[config.mk]
export PLATFORM = sky130hd
export DESIGN_NAME = fetch_stage
export DESIGN_NICKNAME = d
export VERILOG_FILES = /design/src/rtl/fetch_stage.sv
export SDC_FILE = /design/constraint.sdc
export NUM_CORES = 1
export LEC_CHECK = 0
export BUFFER_PORTS_ARGS = -buffer_cell sky130_fd_sc_hd__buf_2
export CORE_MARGIN = 5
export CORE_UTILIZATION = 49
export CTS_BUF_LIST = sky130_fd_sc_hd__clkbuf_2
export DETAILED_ROUTE_END_ITERATION = 12
export PLACE_DENSITY = 0.91
export SYNTH_ARGS = -nofsm -noshare
export SYNTH_HDL_FRONTEND = slang
export SYNTH_SLANG_ARGS = --single-unit
[constraint.sdc]
create_clock -name clk -period 2.1 [get_ports clk]
set_input_delay 0.105 -clock clk [delete_from_list [all_inputs] [get_ports clk]]
set_output_delay 0.105 -clock clk [all_outputs]
set_load 0.02 [all_outputs]
[src/rtl/fetch_stage.sv]
// Instruction fetch stage: single-outstanding imem requester feeding the IF/ID register.
// Branches resolve in ID with one delay slot; flush redirects override everything.
module fetch_stage #(
    parameter logic [31:0] RESET_PC = 32'h0040_0000
) (
    input  logic        clk,
    input  logic        rst_n,
    input  logic        stall_i,
    input  logic        is_branch,
    input  logic [31:0] branch_pc,
    input  logic        flush_i,
    input  logic [31:0] flush_pc,
    output logic        imem_req,
    output logic [31:0] imem_addr,
    input  logic        imem_gnt,
    input  logic        imem_rvalid,
    input  logic [31:0] imem_rdata,
    output logic [31:0] pc_out,
    output logic        id_valid,
    output logic [31:0] id_instr,
    output logic [31:0] id_pc
);

    typedef enum logic [1:0] {S_REQ, S_WAIT, S_HOLD, S_DROP} state_t;

    state_t      state;
    logic [31:0] pc;
    logic [31:0] redirect_pc;
    logic [31:0] buf_q;
    logic        redirect_pending;

    logic        accept;
    logic        capture;
    logic        granted;
    logic        resp_load;
    logic        hold_load;
    logic        load;
    logic        in_flight;
    logic [31:0] load_instr;
    logic [31:0] pc_adv;

    assign accept     = ~id_valid | ~stall_i;
    assign capture    = id_valid & is_branch & ~stall_i;
    assign granted    = (state == S_REQ) & imem_req & imem_gnt;
    assign resp_load  = (state == S_WAIT) & imem_rvalid & accept;
    assign hold_load  = (state == S_HOLD) & accept;
    assign load       = resp_load | hold_load;
    assign load_instr = hold_load ? buf_q : imem_rdata;

    // A response landing in the flush cycle is discarded outright; only a request
    // still waiting on its response after this edge needs the DROP state.
    assign in_flight  = granted | (((state == S_WAIT) | (state == S_DROP)) & ~imem_rvalid);

    // Same-cycle branch target beats a stored one; the delay slot is never squashed.
    assign pc_adv     = capture          ? branch_pc   :
                        redirect_pending ? redirect_pc : pc + 32'd4;

    assign imem_addr  = pc;
    assign pc_out     = pc;

    always_ff @(posedge clk or negedge rst_n) begin
        if (!rst_n) begin
            state            <= S_REQ;
            pc               <= RESET_PC;
            imem_req         <= 1'b0;
            id_valid         <= 1'b0;
            id_instr         <= '0;
            id_pc            <= '0;
            redirect_pending <= 1'b0;
            redirect_pc      <= '0;
            buf_q            <= '0;
        end else if (flush_i) begin
            pc               <= flush_pc;
            id_valid         <= 1'b0;
            redirect_pending <= 1'b0;
            if (in_flight) begin
                state    <= S_DROP;
                imem_req <= 1'b0;
            end else begin
                state    <= S_REQ;
                imem_req <= 1'b1;
            end
        end else begin
            if (load) begin
                id_valid         <= 1'b1;
                id_instr         <= load_instr;
                id_pc            <= pc;
                pc               <= pc_adv;
                redirect_pending <= 1'b0;
            end else begin
                if (id_valid && !stall_i)
                    id_valid <= 1'b0;
                if (capture) begin
                    redirect_pending <= 1'b1;
                    redirect_pc      <= branch_pc;
                end
            end

            case (state)
                S_REQ: begin
                    if (granted) begin
                        state    <= S_WAIT;
                        imem_req <= 1'b0;
                    end else begin
                        imem_req <= 1'b1;
                    end
                end
                S_WAIT: begin
                    if (imem_rvalid) begin
                        if (accept) begin
                            state    <= S_REQ;
                            imem_req <= 1'b1;
                        end else begin
                            buf_q <= imem_rdata;
                            state <= S_HOLD;
                        end
                    end
                end
                S_HOLD: begin
                    if (accept) begin
                        state    <= S_REQ;
                        imem_req <= 1'b1;
                    end
                end
                S_DROP: begin
                    if (imem_rvalid) begin
                        state    <= S_REQ;
                        imem_req <= 1'b1;
                    end
                end
                default: begin
                    state    <= S_REQ;
                    imem_req <= 1'b1;
                end
            endcase
        end
    end

endmodule
==> impl_results.md, run 1 <==
- Die W: 141 um
- Reg2reg start: state[0]
- Drt drc: 0
- Clk_skew: 0.0506 ns
- Peak supply drop: 0.000811 V
- IO buf count: 232
- Static leakage: 5.32 nW
- CP Max Fanout: 15
- Number of vias per cell: 5.90
- Detailed Route WL: 28900 um
- Top area cells in the synthesized netlist: dfrtp_1 49%, mux2_2 8.4%, nand2_1 6.7%
- Worst min-delay path startpoint: flush_pc[0]
- Reported max-cap violation count: 0
- RSZ-0062 raised after global routing: no
- DP HPWL: 18400 um
- Setup ws final: 0.0931 ns
- Die H: 141 um
- Ys flop type: dfrtp_1
- Post-DP Area: 0.00988 mm^2
- CTS Sinks: 165
- Syn_area_per_cell: 10.0 um^2
- Initial antenna violation count: 1
- Vias in the first global route: 8437
- Fraction of layout cells with a size suffix above 1: 34.4%
- Startpoint class of the critical path: flip-flop
- Clk root buf: clkbuf_2
- First-iteration detailed-routing DRC count: 1093
- Hold path depth: 3
- Vias after detailed routing: 8295
- Initial core utilization: 50.3%
- Clock Pin Slew Worst Setup and Hold Paths: 0.24 ns
- EDFF count, synth: 0
- Post-Syn Area: 0.00841 mm^2
- Synth unique cells: 69
- Synthesized Nets: 950
- Final design utilization: 67.9%
- Hold Violations, Final: 0
- Post-synth top area cell: dfrtp_1
- IO Pins: 233
- RR Endpoint: imem_addr[19]
- Post-synth top cells: 164 x dfrtp_1, 151 x nand2_1, 63 x mux2_2
- Nets: 1280
- Slew Limit Headroom: 56.1%
- Core area: 0.0167 mm^2
- Post-place setup slack: 0.0807 ns
- Post-route ant nets: 0
- CP required: 2.71 ns
- Number of setup violations in the final report: 0
- WL per Instance: 20.6 um
- Arr. time, crit path: 2.62 ns
- Slew Viols, Final: 0
- Most frequent cell after synthesis: dfrtp_1
- Global-route wire length before repair: 45200 um
- Pwr per Cell Area: 1280 mW/mm^2
- Hold EP: imem_addr[0]
- Top cell type's share of synthesized area: 48.8%
- Clk Latency, worst-skew pair: 0.75 ns
- CTS tree: built
- Cells after Synth: 841
- Worst Max-Slew Pin Slew: 0.659 ns
- Fmax: 498 MHz
- Reg2Reg Setup Slack: 0.09 ns
- Hold/Removal Path Class: input pin to flip-flop
- Period utilization: 95.6%
- R2R cell count: 8
- Status: completed
- Crit Path Class: flip-flop to flip-flop
- Async set-reset flop share out of synthesis: 100%
- YS warnings: 0
- Grt ovf: 0
- Sum Neg Setup Slack: 0 ns
- Num CTS Buffers: 17
- Longest Clk Path Bufs: 2
- Final Instance Area: 0.0113 mm^2
- Post-synthesis sequential area ratio: 49.1%
- GPL Wtd Cong: 0.911
- # H-tree levels: 4
- DIE AREA: 0.0199 mm^2
- Crit end category: flip-flop
- Crit path time final: 2.01 ns
- Largest net degree at the start of global routing: 71
- Register bit total from synthesis: 165
- Area grow syn2layout: 34.9%
- GRT Util Overall: 28.8%
- Core Rows: 47
- Pre-antenna DRT Iters: 8
==> repair_timing <==
action | CTS | global route
gates resized for setup | 2 | 8
hold endpoints to repair | 298 | 0
pin swaps | 0 | 1
setup buffers | 0 | 3
gates cloned | 0 | 0
setup endpoints to repair | 2 | 18
hold buffers | 111 | 0
==> report_power, final <==
group          switching [mW]  internal [mW]  leakage (nW)
clock                    1.13          0.908         0.170
sequential               1.09           4.53          2.03
combinational            4.15           2.68          3.12
==> worst max path at each step <==
stage / startpoint / endpoint
2_1_floorplan: state[1] / redirect_pc[0]
3_3_place_gp: imem_addr[10] / imem_addr[26]
3_5_place_dp: imem_addr[10] / imem_addr[28]
4_1_cts: imem_addr[10] / imem_addr[28]
5_1_grt: state[0] / imem_addr[14]
6_report: state[0] / imem_addr[19]
==> stage by stage <==
stage	hold slack (ns)	power (mW)	cells
6_report	0.0815	14.5	1406
5_1_grt	0.0530	15.2	1405
4_1_cts	0.0290	14.2	1401
3_5_place_dp	0.164	12.0	1258
3_3_place_gp	0.158	11.7	1258
2_1_floorplan	-0.191	9.69	841
==> kinds of logic (layout without fill, tap and decap cells) <==
group / count (synthesis) / count (layout) / synth area share, %
DFF: 165 / 165 / 49.1
buffers and inverters: 93 / 436 / 6.19
and+or+nand+nor: 296 / 296 / 16.6
AOI/OAI and AO/OA: 157 / 157 / 11.8
xor gates and xnor gates: 18 / 18 / 1.87
other: 0 / 2 / 0
muxes: 106 / 106 / 13.6
adders and majority gates: 6 / 6 / 0.893
==> worst max-delay path: stages (launching register included) <==
cell and delay, ns:
dfrtp_1 0.43, buf_4 0.15, ha_4 0.17, a21o_1 0.19
nand2_1 0.21, buf_4 0.28, o21ai_0 0.12, mux2i_1 0.19
o211ai_1 0.15
==> placed cells by master, fill, tap and decap left out, types with 9 or more instances in the layout <==
master	netlist	routed
a21oi_1	59	59
clkbuf_2	2	19
nand4_1	11	11
o21ai_0	27	27
nand3_1	30	30
o211ai_1	11	11
dfrtp_1	164	160
xor2_1	11	11
mux2_2	63	63
buf_4	36	48
buf_12	0	9
mux2i_1	42	42
nor2_1	53	52
buf_2	27	231
dlygate4sd3_1	0	111
nand2_1	151	151
==> state kept, by name (all words and copies together), names as in the netlist <==
register	cells
redirect_pending	1
redirect_pc	32
imem_addr	32
id_pc	32
buf_q	32
imem_req	1
id_instr	32
state	2
id_valid	1
==> per-layer routing <==
layer | vias up | share of wire, % | routed length, um | global-route usage, %
met5 | - | 0 | 0 | 0
met4 | 0 | 6.8 | 1960 | 16.9
met3 | 183 | 9.8 | 2840 | 6.91
met2 | 622 | 47 | 13600 | 46.5
met1 | 3901 | 36 | 10500 | 35.3
li1 | 3589 | - | - | -
==> area by class of cell <==
type                       instances  area [um^2]
multi-input combinational        583         3800
clock buffer                      19         95.1
tap                              220          275
fill                            1188         5360
antenna                            2         5.00
timing repair buffer             400         2820
clock inverter                    13          204
inverter                           4         15.0
sequential                       165         4140
(Power assumes the default switching activity.)
==> run 2, diff against run 1 <==
CAP_MARGIN = 15   (was unset)
CORE_UTILIZATION = 48   (was 49)
CTS_BUF_LIST = sky130_fd_sc_hd__clkbuf_8 sky130_fd_sc_hd__clkbuf_16   (was sky130_fd_sc_hd__clkbuf_2)
PLACE_DENSITY = 0.89   (was 0.91)
==> impl_results.md, run 2 (synthesis gave the netlist of run 1 again) <==
- Nets: 1263 (-1.3%)
- # H-tree levels: 4 (unchanged)
- CTS tree: built
- Static leakage: 5.40 nW (+1.4%)
- Arr. time, crit path: 2.38 ns (-0.24 ns)
- Global-route wire length before repair: 45500 um (+0.60%)
- Setup ws final: 0.0819 ns (-0.0112 ns)
- Number of setup violations in the final report: 0 (unchanged)
- Critical path's slowest cell: or4_1
- DIE AREA: 0.0203 mm^2 (+1.9%)
- Commonest non-fill, non-tap cell in the layout: buf_2
- Vias after detailed routing: 8220 (-0.90%)
- Largest net degree at the start of global routing: 58 (-18%)
- Clock Pin Slew Worst Setup and Hold Paths: 0.07 ns (-0.17 ns)
- CP peak stage delay: 0.54 ns (+0.11 ns)
- # fillers: 1221 (+2.8%)
- Core area: 0.0172 mm^2 (+3.2%)
- RSZ-0062 raised after global routing: no
- Clk root buf: clkbuf_16
- IO Pins: 233 (unchanged)
- Sum Neg Setup Slack: 0 ns (unchanged)
- Initial core utilization: 48.8% (-1.6 points)
- Initial antenna violation count: 2 (+1)
- CP required: 2.47 ns (-0.24 ns)
- Clk Latency, worst-skew pair: 0.43 ns (-0.32 ns)
- Hold/Removal Path Class: input pin to flip-flop
- Startpoint class of the critical path: flip-flop
- Top delay family on crit path: simple AND/OR/NAND/NOR gates
- Post-route ant nets: 0 (unchanged)
- Post-CTS Setup Bufs: 0 (unchanged)
- Critical-path cell list: inv_1 -> ha_4 -> a21o_1 -> nand2_2 -> or4_1 -> a21oi_1 -> o22a_1
- WP buf/inv: 1 (-1)
- Final design utilization: 66.6% (-1.3 points)
- First-iteration detailed-routing DRC count: 872 (-20%)
- Num CTS Buffers: 17 (unchanged)
- Pwr per Cell Area: 1370 mW/mm^2 (+7.2%)
- Crit Path Class: flip-flop to flip-flop
- Clk_skew: 0.0135 ns (-0.0371 ns)
- Status: completed
- Fraction of layout cells with a size suffix above 1: 35.1% (+0.70 points)
- Detailed Route WL: 29100 um (+0.66%)
- DP HPWL: 18600 um (+1.1%)
- Slew Limit Headroom: 61.9% (+5.8 points)
- Number of vias per cell: 5.90 (about the same)
- Longest Clk Path Bufs: 2 (unchanged)
- CP Max Fanout: 9 (-6)
- GPL Wtd Cong: 0.940 (+3.1%)
- Peak supply drop: 0.000839 V (+3.5%)
- Grt ovf: 0 (unchanged)
- Worst Max-Slew Pin Slew: 0.557 ns (-0.102 ns)
- WL per Instance: 20.9 um (+1.6%)
- Die W: 142 um (+0.96%)
- Hold Violations, Final: 0 (unchanged)
- Final Instance Area: 0.0115 mm^2 (+1.2%)
- Area grow syn2layout: 36.6%
- Slew Viols, Final: 0 (unchanged)
- Levels on crit path: 7 (-1)
- Vias in the first global route: 8418 (-0.23%)
- Die H: 142 um (+0.96%)
- R2R cell count: 7 (-1)
- IO buf count: 232 (unchanged)
- Reported max-cap violation count: 0 (unchanged)
- Core Rows: 48 (+2.1%)
- Drt drc: 0 (unchanged)
- Pre-antenna DRT Iters: 6 (-2)
- Tot Pwr: 15.7 mW (+8.6%)
- Period utilization: 96.1% (+0.53 points)
- Crit path time final: 2.02 ns (+0.0112 ns)
- GRT Util Overall: 28.5% (-0.28 points)
- Fmax: 496 MHz (-0.56%)
- Most frequent cells in the layout: 231 x buf_2, 164 x dfrtp_1, 150 x nand2_1
- Post-DP Area: 0.00990 mm^2 (+0.27%)
- CTS Sinks: 165 (unchanged)
- Post-place setup slack: 0.0133 ns (-0.0674 ns)
- Hold path depth: 3 (unchanged)
- Crit end category: flip-flop
run 2: cell count changes in the layout (fill, tap and decap cells not counted), sizes merged:
cell / previous run / this run
clkbuf: 19 / 18
buf: 289 / 292
dlygate4sd3: 111 / 90
clkinv: 5 / 6
bufinv: 5 / 3
inv: 5 / 7
run 2: report_power, final:
group	leakage [nW]	internal, mW	switching, mW
registers	2.03	4.55	1.07
logic	3.07	2.68	4.20
clock network	0.292	1.88	1.34
run 2: per-layer routing:
layer | share of wire [%] | GRT usage (%)
met1 | 36 | 34.6
met2 | 48 | 46.2
met3 | 9.3 | 6.85
met4 | 6.7 | 17.4
met5 | 0 | 0
run 2: layout make-up:
| cell class | instances | area, um^2 | share of cell area, % |
|---|---|---|---|
| clock inverter | 14 | 179 | 1.56 |
| multi-input combinational | 583 | 3800 | 33.1 |
| antenna | 2 | 5.00 | 0.0436 |
| timing repair buffer | 383 | 2650 | 23.1 |
| clock buffer | 17 | 425 | 3.70 |
| sequential | 165 | 4130 | 36.0 |
| inverter | 4 | 15.0 | 0.131 |
| tap | 225 | 282 | 2.45 |
run 2: worst paths after layout:
| path | slack, ns | startpoint | to |
|---|---|---|---|
| max | 0.08 | state[1] | imem_addr[15] |
| min | 0.03 | flush_pc[5] | imem_addr[5] |
| max reg2reg | 0.08 | state[1] | imem_addr[15] |
| min reg2reg | 0.47 | id_pc[12] | id_pc[12] |
| max in group asynchronous | 1.20 | rst_n | imem_addr[31] |
| min in group asynchronous | 0.21 | rst_n | redirect_pc[14] |
run 2: metrics by stage:
stage	cells	hold WS (ns)
2_1_floorplan	841	-0.191
3_3_place_gp	1269	0.110
3_5_place_dp	1269	0.114
4_1_cts	1390	0.00370
5_1_grt	1393	0.0404
6_report	1393	0.0300
run 2: worst register-to-register path, delay by kind of cell, from the launching register on:
family / cells / cell delay (ns)
buffers and inverters: 1 / 0.16
flip-flops: 1 / 0.41
AO/OA/AOI/OAI: 3 / 0.53
adder cells (fa/ha/maj): 1 / 0.18
AND/OR/NAND/NOR: 2 / 0.68
run 2: repair_timing:
item                                    4_1_cts  5_1_grt
gates resized for setup                       2        9
pin swaps                                     0        0
gates cloned                                  0        1
endpoints found under the setup margin        4       56
hold buffers                                 90        0
endpoints found under the hold margin       160        0
